===== src/rtl/addr_data_pipe_pkg.sv =====
// Shared types and helpers for the addr/data register-slice pipeline.
package addr_data_pipe_pkg;

  localparam int ADDR_W_DEF = 32;
  localparam int DATA_W_DEF = 32;

  typedef struct packed {
    logic [ADDR_W_DEF-1:0] addr;
    logic [DATA_W_DEF-1:0] data;
  } ad_t;

  // Occupancy counts 0..2*stages inclusive.
  function automatic int occ_w(input int stages);
    return $clog2(2 * stages + 1);
  endfunction

endpackage


===== src/rtl/addr_data_pipe_if.sv =====
// Valid/ready address+data channel; master drives the entry, slave drives ready.
interface addr_data_pipe_if #(
  parameter int ADDR_W = 32,
  parameter int DATA_W = 32
);
  logic              valid;
  logic              ready;
  logic [ADDR_W-1:0] addr;
  logic [DATA_W-1:0] data;

  modport master (output valid, output addr, output data, input ready);
  modport slave  (input valid, input addr, input data, output ready);
endinterface


===== src/rtl/addr_data_skid_stage.sv =====
// One full-throughput skid-buffer stage: main register plus one skid entry,
// ready is registered so no combinational path runs from o_ready to i_ready.
module addr_data_skid_stage
  import addr_data_pipe_pkg::*;
#(
  parameter int ADDR_W = 32,
  parameter int DATA_W = 32
) (
  input  logic              clk,
  input  logic              rst,
  input  logic              flush,
  input  logic              i_valid,
  output logic              i_ready,
  input  logic [ADDR_W-1:0] i_addr,
  input  logic [DATA_W-1:0] i_data,
  output logic              o_valid,
  input  logic              o_ready,
  output logic [ADDR_W-1:0] o_addr,
  output logic [DATA_W-1:0] o_data
);

  logic              m_vld;
  logic              s_vld;
  logic [ADDR_W-1:0] s_addr;
  logic [DATA_W-1:0] s_data;
  logic              push;
  logic              pop;

  assign i_ready = !s_vld;
  assign o_valid = m_vld;
  assign push    = i_valid && !s_vld;
  assign pop     = m_vld && o_ready;

  // Skid always refills main before new input so ordering stays FIFO.
  always_ff @(posedge clk or negedge rst) begin
    if (!rst) begin
      m_vld  <= 1'b0;
      s_vld  <= 1'b0;
      o_addr <= '0;
      o_data <= '0;
      s_addr <= '0;
      s_data <= '0;
    end else if (flush) begin
      m_vld <= 1'b0;
      s_vld <= 1'b0;
    end else if (!m_vld || pop) begin
      if (s_vld) begin
        m_vld  <= 1'b1;
        o_addr <= s_addr;
        o_data <= s_data;
        s_vld  <= 1'b0;
      end else if (push) begin
        m_vld  <= 1'b1;
        o_addr <= i_addr;
        o_data <= i_data;
      end else begin
        m_vld <= 1'b0;
      end
    end else if (push) begin
      s_vld  <= 1'b1;
      s_addr <= i_addr;
      s_data <= i_data;
    end
  end

endmodule


===== src/rtl/addr_data_pipe.sv =====
// Parametrised chain of skid-buffer stages for an addr/data pair, with a
// registered occupancy count of all held entries.
module addr_data_pipe
  import addr_data_pipe_pkg::*;
#(
  parameter int ADDR_W = 32,
  parameter int DATA_W = 32,
  parameter int STAGES = 2
) (
  input  logic                       clk,
  input  logic                       rst,
  input  logic                       flush,
  addr_data_pipe_if.slave            up,
  addr_data_pipe_if.master           dn,
  output logic [occ_w(STAGES)-1:0]   occupancy
);

  localparam int OCC_W = occ_w(STAGES);

  if (STAGES < 1) begin : g_bad_stages
    $error("addr_data_pipe: STAGES must be >= 1");
  end

  logic              v [STAGES+1];
  logic              r [STAGES+1];
  logic [ADDR_W-1:0] a [STAGES+1];
  logic [DATA_W-1:0] d [STAGES+1];
  logic              started;
  logic              in_xfer;
  logic              out_xfer;

  // Holds in_ready low until the first edge after reset release.
  always_ff @(posedge clk or negedge rst) begin
    if (!rst) started <= 1'b0;
    else      started <= 1'b1;
  end

  assign v[0]      = up.valid && started && !flush;
  assign a[0]      = up.addr;
  assign d[0]      = up.data;
  assign up.ready  = started && !flush && r[0];

  assign dn.valid  = v[STAGES];
  assign dn.addr   = a[STAGES];
  assign dn.data   = d[STAGES];
  assign r[STAGES] = dn.ready;

  for (genvar k = 0; k < STAGES; k++) begin : g_stage
    addr_data_skid_stage #(
      .ADDR_W(ADDR_W),
      .DATA_W(DATA_W)
    ) u_stage (
      .clk    (clk),
      .rst    (rst),
      .flush  (flush),
      .i_valid(v[k]),
      .i_ready(r[k]),
      .i_addr (a[k]),
      .i_data (d[k]),
      .o_valid(v[k+1]),
      .o_ready(r[k+1]),
      .o_addr (a[k+1]),
      .o_data (d[k+1])
    );
  end

  assign in_xfer  = up.valid && up.ready;
  assign out_xfer = dn.valid && dn.ready;

  always_ff @(posedge clk or negedge rst) begin
    if (!rst) begin
      occupancy <= '0;
    end else if (flush) begin
      occupancy <= '0;
    end else if (in_xfer && !out_xfer) begin
      occupancy <= occupancy + OCC_W'(1);
    end else if (out_xfer && !in_xfer) begin
      occupancy <= occupancy - OCC_W'(1);
    end
  end

endmodule


===== src/flat_wrapper.sv =====
// flat-port wrapper written by rule: the top's interface ports become plain ports
module addr_data_pipe_flat import addr_data_pipe_pkg::*;
#(
  parameter int ADDR_W = 32,
  parameter int DATA_W = 32,
  parameter int STAGES = 2
)
  (clk, rst, flush, occupancy, up_valid, up_addr, up_data, up_ready, dn_valid, dn_addr, dn_data, dn_ready);
  addr_data_pipe_if #(.ADDR_W(ADDR_W), .DATA_W(DATA_W)) up_i ();
  addr_data_pipe_if #(.ADDR_W(ADDR_W), .DATA_W(DATA_W)) dn_i ();
  input  logic clk;
  input  logic rst;
  input  logic flush;
  output logic [occ_w(STAGES)-1:0] occupancy;
  input wire logic [$bits(up_i.valid)-1:0] up_valid;
  input wire logic [$bits(up_i.addr)-1:0] up_addr;
  input wire logic [$bits(up_i.data)-1:0] up_data;
  output wire logic [$bits(up_i.ready)-1:0] up_ready;
  output wire logic [$bits(dn_i.valid)-1:0] dn_valid;
  output wire logic [$bits(dn_i.addr)-1:0] dn_addr;
  output wire logic [$bits(dn_i.data)-1:0] dn_data;
  input wire logic [$bits(dn_i.ready)-1:0] dn_ready;
  assign up_i.valid = up_valid;
  assign up_i.addr = up_addr;
  assign up_i.data = up_data;
  assign up_ready = up_i.ready;
  assign dn_valid = dn_i.valid;
  assign dn_addr = dn_i.addr;
  assign dn_data = dn_i.data;
  assign dn_i.ready = dn_ready;
  addr_data_pipe #(.ADDR_W(ADDR_W), .DATA_W(DATA_W), .STAGES(STAGES)) u_core (.clk(clk), .rst(rst), .flush(flush), .up(up_i), .dn(dn_i), .occupancy(occupancy));
endmodule

===== config.mk =====
export PLATFORM = sky130hd
export DESIGN_NAME = addr_data_pipe_flat
export DESIGN_NICKNAME = d
export VERILOG_FILES = /design/src/rtl/addr_data_pipe_pkg.sv /design/src/rtl/addr_data_pipe_if.sv /design/src/rtl/addr_data_skid_stage.sv /design/src/rtl/addr_data_pipe.sv /design/src/flat_wrapper.sv
export SDC_FILE = /design/constraint.sdc
export NUM_CORES = 1
export LEC_CHECK = 0
export ABC_CLOCK_PERIOD_IN_PS = 2950
export BUFFER_PORTS_ARGS = -buffer_cell sky130_fd_sc_hd__buf_2
export CORE_MARGIN = 3
export CORE_UTILIZATION = 35
export CTS_CLUSTER_SIZE = 16
export DETAILED_ROUTE_END_ITERATION = 10
export GPL_TIMING_DRIVEN = 0
export SYNTH_ARGS = -nofsm -noshare
export SYNTH_HDL_FRONTEND = slang
export SYNTH_HIERARCHICAL = 1
export SYNTH_SLANG_ARGS = --single-unit

===== constraint.sdc =====
create_clock -name clk -period 2.95 [get_ports clk]
set_clock_uncertainty 0.2 [all_clocks]
set_input_delay 0 -clock clk [delete_from_list [all_inputs] [get_ports clk]]
set_output_delay 0 -clock clk [all_outputs]
set_load 0.05 [all_outputs]

After elaboration in Yosys (flattened, before gate mapping). Index checks and enable logic that the tools add are counted.

Muxes and demuxes: 25. Add/sub/neg operators: 2. Reduce and logical (&&, ||, !) cells: 30. Bitwise gates (word level): 3.

Operators by type and width (number): $mux 32 (8); $mux 1 (14); $reduce_and 3->1 (4); $logic_and 1x1->1 (10); $mux 3 (3); $reduce_bool 3->1 (3); $reduce_bool 2->1 (4); $logic_not 1->1 (7); $add 3x1->3 const B (1); $not 1->1 (3); $sub 3x1->3 const B (1); $logic_or 1x1->1 (2).

Register bits: 264.

Longest topological paths before layout.
Depth in word-level cells: 9. Mapped depth: 9. Mapped depth without buffers: 7.

By module. Netlist, hierarchy kept.

Modules (own cells, without submodules): addr_data_skid_stage (seq. area each 3253.1 um2, cells an instance 350, area an instance 5609.1 um2, times used 2); addr_data_pipe (seq. area each 100.1 um2, cells an instance 26, area an instance 271.5 um2, times used 1).

Least setup slack after synthesis. Ideal clock, no wire load.

Path kind: flip-flop to flip-flop. From: reg u_core.g_stage[0].u_stage.s_vld. To: reg u_core.occupancy[2]. Buffers on the path: 2. Arrival: 2.415 ns. Stages on the path, launching flop included: 10. Setup slack: 0.210 ns. Cell sequence: dfrtp_1 -> buf_2 -> buf_2 -> inv_1 -> and3b_2 -> and3_2 -> fa_1 -> and3_1 -> mux2i_1 -> mux2_2.

RTL lines: from (decl) (RTL line addr_data_skid_stage.sv:23) `logic s_vld;`; from (signal assigned) (RTL line addr_data_skid_stage.sv:38) `s_vld <= 1'b0;`; from (signal assigned) (RTL line addr_data_skid_stage.sv:45) `s_vld <= 1'b0;`; from (signal assigned) (RTL line addr_data_skid_stage.sv:51) `s_vld <= 1'b0;`; to (signal assigned) (RTL line addr_data_pipe.sv:76) `occupancy <= occupancy + OCC_W'(1);`; to (signal assigned) (RTL line addr_data_pipe.sv:78) `occupancy <= occupancy - OCC_W'(1);`; to (decl) (RTL line addr_data_pipe.sv:15) `output logic [occ_w(STAGES)-1:0] occupancy`.

==> out/metrics.cfg <==
[sta]
maxSlewViolCount = 0
tightest_slew_ns = 0.810
finalSetupViolations = 0
fin_crit_sh_pct = 91.8
achievable-frequency_mhz = 369
setup_tns_ns = 0
maxSlewHeadroom_pct = 45.8
hold_viol = 0
rsz0062_at_grt = no
layout_min_cycle_time_ns = 2.71

[die]
start_util_pct = 35.9
fp-row-count = 65
io_pins = 138
core-area_mm2 = 0.0320
die_h_um = 187
die_area_mm2 = 0.0350
chipWidth_um = 187

[synthesis]
ys_ff_latch = 264
synth_most_common_cell = mux2_2
syn_area_mm2 = 0.0115
synth-edff-count = 0
avgSynthCellArea_um2 = 15.8
synth.net_count = 796
yosysWarningCount = 6
ys_top_cells_by_count = mux2_2 (383), dfrtp_1 (264), buf_2 (24)
synth-async-reset-ratio_pct = 100
synthTopCellsByArea = dfrtp_1 (57%), mux2_2 (38%), buf_6 (1.2%)
ys_types = 23
synth_top_area_cell = dfrtp_1
ys_seq_area_share_pct = 57.5
synth_top_area_share_pct = 57.5
synthFlopType = dfrtp_1
syn_inst = 726

[drt]
drc = 0
first_pass_iters = 3
routedWlPerCell_um = 16.7
via_per_inst = 4.57
vias = 6542
final_antenna_net_count = 0
routed_wl_um = 23900
drt_iter0_drc = 199

[critical_path]
end_kind = flop
worstPathArrival_ns = 2.94
crit_fanout = 10
critical_path_class = reg -> reg
crit_path_start_kind = flop
required_ns = 3.18

[clock_tree]
numCtsBuffers = 30
cts.root.buffer_cell = clkbuf_16
cts_tree = done
htree_levels = 1
cts_buffer_depth = 3
postCtsSetupRepairBufs = 0
clock_latency_ns = 0.56
cts_num_sinks = 264
clk_pin_slew_ns = 0.06

[placed_design]
post-dp-hpwl_um = 15200
placed_cell_area_mm2 = 0.0128
dp.cells = 1300
gp_congestion = 0.661
numPortBuffers = 137

[cells_and_area]
final_nets = 1040
final_area_mm2 = 0.0146
stdcell_count = 1430
syn2layout_area_growth_pct = 27.4
drive_gt1_share_pct = 62.7
fin_util_pct = 45.8

[outcome]
status = completed

[global_routing]
grt_pass1_wl_um = 39400
track_usage_pct = 13.7
grt_pass1_vias = 7154
overflow = 0
antenna_found_initial = 1
grt_max_degree = 111

[worst_hold_path]
min_path_type = in -> reg

[power_and_ir_drop]
p_per_area_mw_per_mm2 = 736
p_leak_nw = 6.98
vdd_drop_max_v = 0.000547

[flow_run]
drv_cap = 0

## cell usage in the layout (no fill, tap or decap), types with 2 or more instances in the layout
| cell type | netlist | final |
|---|---|---|
| mux2_2 | 383 | 383 |
| dfrtp_1 | 264 | 264 |
| buf_2 | 24 | 158 |
| dlygate4sd3_1 | 0 | 73 |
| clkbuf_16 | 0 | 30 |
| buf_6 | 12 | 12 |
| nor2_1 | 9 | 9 |
| clkbuf_8 | 0 | 8 |
| clkinv_2 | 0 | 6 |
| bufinv_16 | 0 | 5 |
| clkbuf_1 | 2 | 5 |
| inv_1 | 4 | 4 |
| mux2_1 | 4 | 4 |
| clkinvlp_4 | 0 | 3 |
| nand3_2 | 3 | 3 |
| a21oi_1 | 3 | 3 |
| buf_16 | 0 | 3 |
| and3b_2 | 2 | 2 |
| nor2b_2 | 2 | 2 |
| nor3_4 | 2 | 2 |
| nand2b_1 | 2 | 2 |
| nor3_1 | 2 | 2 |
## worst paths after layout
check	cells after the start	to	from	slack, ns
max	7	u_core/g_stage[0].u_stage/s_addr[19]$_DFFE_PN0P_	u_core/g_stage[1].u_stage/s_vld$_DFFE_PN0P_	0.24
min	3	u_core/g_stage[0].u_stage/s_addr[25]$_DFFE_PN0P_	up_addr[25]	0.03
max reg2reg	7	u_core/g_stage[0].u_stage/s_addr[19]$_DFFE_PN0P_	u_core/g_stage[1].u_stage/s_vld$_DFFE_PN0P_	0.24
min reg2reg	1	u_core/g_stage[1].u_stage/o_addr[19]$_DFFE_PN0P_	u_core/g_stage[1].u_stage/o_addr[19]$_DFFE_PN0P_	0.29
max in group asynchronous	4	u_core/g_stage[1].u_stage/o_addr[10]$_DFFE_PN0P_	rst	1.65
min in group asynchronous	4	u_core/g_stage[1].u_stage/o_data[12]$_DFFE_PN0P_	rst	0.40
## sequential cells by signal, summed over array words and instances, names as in the netlist
signal	flops
u_core/g_stage.u_stage/o_addr	64
u_core/occupancy	3
u_core/g_stage.u_stage/o_valid	2
u_core/g_stage.u_stage/o_data	64
u_core/g_stage.u_stage/s_addr	64
u_core/g_stage.u_stage/s_vld	2
u_core/g_stage.u_stage/s_data	64
u_core/started	1
## stage by stage
step / hold slack, ns / setup WS (ns) / power [mW]
final: 0.0302 / 0.240 / 10.8
after CTS: 0.000101 / 0.00151 / 10.9
after global placement: 0.0458 / -3.46 / 6.75
after detailed placement: -0.232 / -0.128 / 6.79
after floorplan: -0.496 / 0.210 / 6.13
after global routing: 0.0221 / 0.0450 / 11.3
## metal layers
layer | routed length [um] | GRT usage [%] | part of all wire, %
met3 | 921 | 2.59 | 3.9
met4 | 440 | 2.94 | 1.8
met1 | 11300 | 19.0 | 47
met2 | 11200 | 22.6 | 47
met5 | 0 | 0 | 0
## repair_timing
action / in CTS / in global routing
endpoints found under the setup margin: 1 / 1
hold buffers: 74 / 0
gates resized for setup: 1 / 0
endpoints found under the hold margin: 403 / 0
## where the power goes
group	switching [mW]	total, mW	leakage (nW)	internal [mW]
logic	1.50	2.36	2.97	0.854
registers	0.283	4.41	3.47	4.12
clock network	1.50	4.00	0.532	2.50
total	3.29	10.8	6.98	7.48
## logic make-up (layout without fill, tap and decap cells)
family / after synthesis / after routing / share of synthesized area, %
buf+inv: 42 / 310 / 2.42
mux: 388 / 388 / 38.0
flops: 264 / 264 / 57.5
simple gates: 26 / 26 / 1.59
other cells: 1 / 2 / 0.0326
fa+ha+maj: 1 / 1 / 0.174
compound gates: 3 / 3 / 0.131
xor+xnor: 1 / 1 / 0.142
## critical path, stage by stage, from the launching register on
cell,delay [ns]
dfrtp_1,0.41
buf_2,0.32
buf_2,0.34
inv_1,0.10
nor2b_2,0.20
nand3_2,0.34
buf_2,0.36
mux2_2,0.31
## cell type report
class,count,area (um^2)
clock buffer,41,872
antenna,1,2.50
multi-input combinational,420,4610
inverter,4,15.0
fill,2934,17300
timing repair buffer,213,1510
sequential,264,6610
buffer,37,260
clock inverter,15,219
tap,435,544
Power figures use the tool's default switching activity.
